--- config.mk ---
export PLATFORM = sky130hd
export DESIGN_NAME = prio_arbiter
export DESIGN_NICKNAME = d
export VERILOG_FILES = /design/src/rtl/prio_arbiter_pkg.sv /design/src/rtl/prio_find.sv /design/src/rtl/prio_arbiter.sv
export SDC_FILE = /design/constraint.sdc
export NUM_CORES = 1
export LEC_CHECK = 0
export ABC_AREA = 1
export BUFFER_PORTS_ARGS = -buffer_cell sky130_fd_sc_hd__buf_2
export CORE_ASPECT_RATIO = 1.25
export CORE_MARGIN = 2
export CORE_UTILIZATION = 54
export CTS_CLUSTER_DIAMETER = 50
export DETAILED_ROUTE_END_ITERATION = 7
export GPL_TIMING_DRIVEN = 1
export PLACE_DENSITY_LB_ADDON = 0.1
export SETUP_SLACK_MARGIN = 0.5
export SYNTH_ARGS = -nofsm -noshare
export SYNTH_HDL_FRONTEND = slang
export SYNTH_SLANG_ARGS = --single-unit
--- constraint.sdc ---
create_clock -name clk -period 2.9 [get_ports clk]
set_input_delay 0 -clock clk [delete_from_list [all_inputs] [get_ports clk]]
set_output_delay 0 -clock clk [all_outputs]
set_load 0.02 [all_outputs]
--- src/rtl/prio_arbiter_pkg.sv ---
// prio_arbiter_pkg: shared FSM state and arbitration mode types
package prio_arbiter_pkg;
    typedef enum logic {IDLE = 1'b0, GRANT = 1'b1} state_t;
    typedef enum logic {FIXED = 1'b0, RR = 1'b1} mode_t;
endpackage

--- src/rtl/prio_find.sv ---
// prio_find: highest set bit index of a vector plus an any-bit-set flag
module prio_find #(
    parameter int N  = 8,
    parameter int IW = $clog2(N)
) (
    input  logic [N-1:0]  vec,
    output logic [IW-1:0] idx,
    output logic          found
);
    always_comb begin
        idx = '0;
        for (int i = 0; i < N; i++) if (vec[i]) idx = IW'(i);
    end
    assign found = |vec;
endmodule

--- src/rtl/prio_arbiter.sv ---
// prio_arbiter: fixed-priority / round-robin arbiter holding one grant until ack or withdrawal
module prio_arbiter
    import prio_arbiter_pkg::*;
#(
    parameter int N  = 8,
    parameter int IW = $clog2(N)
) (
    input  logic          clk,
    input  logic          rstN,
    input  logic [N-1:0]  req,
    input  logic          mode,
    input  logic          ack,
    output logic [N-1:0]  grant,
    output logic [IW-1:0] grant_idx,
    output logic          grant_valid
);
    localparam int SW = IW + 1;
    state_t state_q, state_d;
    logic [IW-1:0] idx_q, idx_d, ptr_q, ptr_d, fx_idx, rot_idx, rr_idx;
    logic fx_found, rr_found, rr_sel;
    logic [2*N-1:0] req2;
    logic [N-1:0] rot;
    logic [SW-1:0] sh, unrot;
    // Rotating by ptr+1 lands req[ptr] on the top bit, so highest-index search gives RR order
    assign req2   = {req, req};
    assign sh     = SW'(ptr_q) + SW'(1);
    assign rot    = req2[sh +: N];
    assign unrot  = SW'(rot_idx) + sh;
    assign rr_idx = unrot >= SW'(N) ? IW'(unrot - SW'(N)) : IW'(unrot);
    assign rr_sel = mode_t'(mode) == RR;
    prio_find #(.N(N)) u_fx (.vec(req), .idx(fx_idx), .found(fx_found));
    prio_find #(.N(N)) u_rr (.vec(rot), .idx(rot_idx), .found(rr_found));
    always_comb begin
        state_d = state_q;
        idx_d   = idx_q;
        ptr_d   = ptr_q;
        if (state_q == IDLE) begin
            if (rr_sel ? rr_found : fx_found) begin
                state_d = GRANT;
                idx_d   = rr_sel ? rr_idx : fx_idx;
            end
        end else if (ack || !req[idx_q]) begin
            state_d = IDLE;
            idx_d   = '0;
            ptr_d   = idx_q == '0 ? IW'(N - 1) : idx_q - IW'(1);
        end
    end
    always_ff @(posedge clk or negedge rstN) begin
        if (!rstN) begin
            state_q <= IDLE;
            idx_q   <= '0;
            ptr_q   <= IW'(N - 1);
        end else begin
            state_q <= state_d;
            idx_q   <= idx_d;
            ptr_q   <= ptr_d;
        end
    end
    assign grant_valid = state_q == GRANT;
    assign grant_idx   = idx_q;
    assign grant       = grant_valid ? N'(1) << idx_q : '0;
endmodule

==> summary.json <==
{
  "floorplan.initialDensity_pct": 58.1,
  "cp.required_ns": 3.05,
  "tritoncts.num_buffers": 3,
  "netSwitchingPower_w": 0.00100,
  "cts_root_buf": "clkbuf_4",
  "post_synth_most_frequent_cells": "34 x nand3_1, 32 x nand2_1, 21 x inv_1",
  "rows": 17,
  "syn_inst": 170,
  "via_per_inst": 5.53,
  "chipWidth_um": 43.5,
  "leading_post_synthesis_cells_by_cell_area": "nand3_1 16%, nand2_1 11%, dfrtp_1 9.5%",
  "worst_hold_path_type": "in -> reg",
  "grt_overflow_total": 0,
  "design.portCount": 24,
  "grt_pass1_wl_um": 5000,
  "design.final.nets": 223,
  "tritoncts_clock_tree": "built",
  "h_tree_levels": 1,
  "cp.buffers_inverters": 3,
  "clock_sinks": 7,
  "placed_wire_length_estimate_after_detailed_placement_um": 2210,
  "die_h_um": 53.3,
  "io_buffer_count": 23,
  "clock_transition_time_at_the_flip_flop_clock_pins_of_the_worst_setup_and_hold_paths_ns": 0.05,
  "postSynthRegisterBits": 7,
  "routed_wirelength_um": 2920,
  "crit_slowest_cell": "dfstp_2",
  "drt_iter0_markers": 30,
  "synth.lib_cells_used.distinct": 29,
  "maximum_vdd_ir_drop_mv": 0.861,
  "crit_top_cell": "nand2_1",
  "final.setup.worst_slack_ns": 0.364,
  "area_inside_the_core_boundary_um2": 1810,
  "final.setup_skew_ns": 0.00345,
  "fin_tns_setup_ns": 0,
  "synthFlopType": "dfrtp_1",
  "total_power_w": 0.00179,
  "worst_pin_slew_ns": 0.476,
  "synth_edf_count": 0,
  "grt_start_max_net_pins": 11,
  "max-slew-margin-rel_pct": 67.9,
  "share_of_cells_above_drive_strength_1_pct": 37.9,
  "synthesis.nets": 189,
  "via_count": 1228,
  "finalSetupViolCount": 0,
  "power.switching_fraction_pct": 56.1,
  "syn_to_final_growth_pct": 29.6,
  "combPwrFrac_pct": 80.0,
  "async_set_or_reset_flop_fraction_in_the_synthesized_netlist_pct": 100,
  "place_ws_ns": 0.282,
  "global_route.usage.total_pct": 28.6,
  "critPathMaxStageDelay_ns": 0.66,
  "cp_data_arrival_time_ns": 2.69,
  "yosysSeqAreaShare_pct": 17.0,
  "ys.warnings.count": 0,
  "routabilityCongestion": 0.881,
  "post_drt_wl_per_cell_um": 13.2,
  "clockBufferDepth": 2,
  "timing.hold.ws_ns": 0.0857,
  "final_min_period_over_clock_period_pct": 87.5,
  "sequentialPowerShare_pct": 15.0,
  "detail_route.first_pass.iterations": 4,
  "antenna_cells_inserted": 0,
  "post-synth-top-area-cell": "nand3_1",
  "crit_path_max_fo": 7,
  "post-route-drc-count": 0,
  "crit_chain": "nand2_2 -> nand3_2 -> nand2_2 -> o21ai_2 -> inv_1 -> nand2_1 -> nand2_1 -> nand2_1 -> nand2_1 -> a21oi_2 -> ha_2 -> inv_2 -> fa_2 -> xor2_2 -> inv_1 -> nand2_1 -> nand3_1 -> nand2_1 -> nand2_1",
  "power.internal_w": 0.000785,
  "drv.max_cap_violation_count": 0,
  "reg2reg_slack_ns": 0.36,
  "grt_setup_unrepaired": "true",
  "power_density_nw_per_um2": 1310,
  "placedInstanceArea_um2": 1190,
  "grt_antenna_before_repair": 0,
  "achievable-frequency_mhz": 394,
  "synth_top_cell_area_share_pct": 16.2,
  "synth.most_common_cell": "nand3_1",
  "power.static_leakage_nw": 0.721,
  "critPathKind": "reg -> reg",
  "grt_pass1_vias": 1165,
  "die-area_um2": 2320,
  "hold_violations": 0,
  "share_of_total_power_in_the_clock_network_pct": 5.0,
  "worst_path_dominant_cell_family": "simple AND/OR/NAND/NOR gates",
  "post_synth_instance_area_um2": 1050,
  "final_max_slew_viol_count": 0,
  "antenna_violating_nets_post_route": 0,
  "worstSkewPairLatency_ns": 0.25,
  "post-route-min-period_ns": 2.54,
  "timing.critical_path.from_type": "flip-flop",
  "end_kind": "flip-flop",
  "outcome": "complete, no violations",
  "postLayoutCellArea_um2": 1360,
  "synth_area_per_cell_um2": 6.18
}
## power by group through the flow
stage | Clock, W | Sequential [W] | Combinational (W)
floorplan | 0 | 0.000247 | 0.000967
global placement | 0 | 0.000282 | 0.00115
detailed placement | 0 | 0.000288 | 0.00117
CTS | 0.0000916 | 0.000265 | 0.00141
global route | 0.0000990 | 0.000274 | 0.00160
finish | 0.0000902 | 0.000268 | 0.00143
## worst min-delay path, cell delays in order
cell and delay [ns]:
buf_2 0.07, nand3b_1 0.12, o21ai_0 0.09
## registers in the layout, summed over array words and instances, names as in the netlist
| name | flops |
|---|---|
| grant_idx | 3 |
| grant_valid | 1 |
| ptr_q | 3 |
## final timing paths
path | start | end | depth (start not counted)
max in group asynchronous | rstN | ptr_q[1] | 2
worst max register to register | ptr_q[0] | grant_idx[2] | 19
worst max-delay path | ptr_q[0] | grant_idx[2] | 19
min in group asynchronous | rstN | grant_idx[2] | 2
worst min-delay path | ack | grant_valid | 3
worst min register to register | ptr_q[0] | ptr_q[0] | 2
## cell usage in the layout, fill, tap and decap left out, types with 2 or more instances in the layout
cell type | Yosys | routed
nand3_1 | 34 | 29
o21ai_1 | 4 | 2
ha_1 | 6 | 5
a21oi_1 | 8 | 7
o21ai_0 | 9 | 9
nand3_2 | 3 | 8
inv_2 | 2 | 2
o21ai_2 | 1 | 3
dfrtp_1 | 4 | 4
dfstp_2 | 3 | 3
buf_2 | 1 | 23
nand2_1 | 32 | 26
inv_1 | 21 | 20
nand2_2 | 12 | 15
nor2_1 | 16 | 16
buf_4 | 1 | 6
nand2_4 | 0 | 3
clkbuf_4 | 0 | 3
## stage by stage
stage               util [%]  std cells
floorplan                  -        170
global placement        66.0        210
detailed placement      66.0        210
CTS                     75.4        222
global route            75.4        222
finish                  75.4        222
## layout make-up
type / instances / area (µm²)
tap: 19 / 23.8
timing repair buffer: 32 / 201
clock buffer: 4 / 26.3
sequential: 7 / 179
inverter: 24 / 103
multi-input combinational: 136 / 830
fill: 157 / 445
## metal layers
layer	vias up	share of wire, %	wire length, µm	track usage (%)
met5	-	0	0	0
met4	0	1.1	32	8.08
met3	5	4.4	128	4.78
met2	43	53	1560	55.7
met1	558	41	1200	30.8
li1	622	-	-	-
## cells by family after synthesis
| logic type | synth area share (%) |
|---|---|
| simple gates | 46.2 |
| buf+inv | 11.5 |
| compound gates | 14.4 |
| fa+ha+maj | 9.05 |
| flops | 17.0 |
| xor+xnor | 0.833 |
| mux | 0.952 |
## repair_timing
| action | CTS | global route |
|---|---|---|
| gates resized for setup | 17 | 0 |
| hold endpoints to repair | 7 | 0 |
| buffers inserted | 7 | 0 |
| hold buffers | 1 | 0 |
| endpoints found under the setup margin | 2 | 2 |
| pin swaps | 9 | 4 |
(Power assumes the default switching activity.)
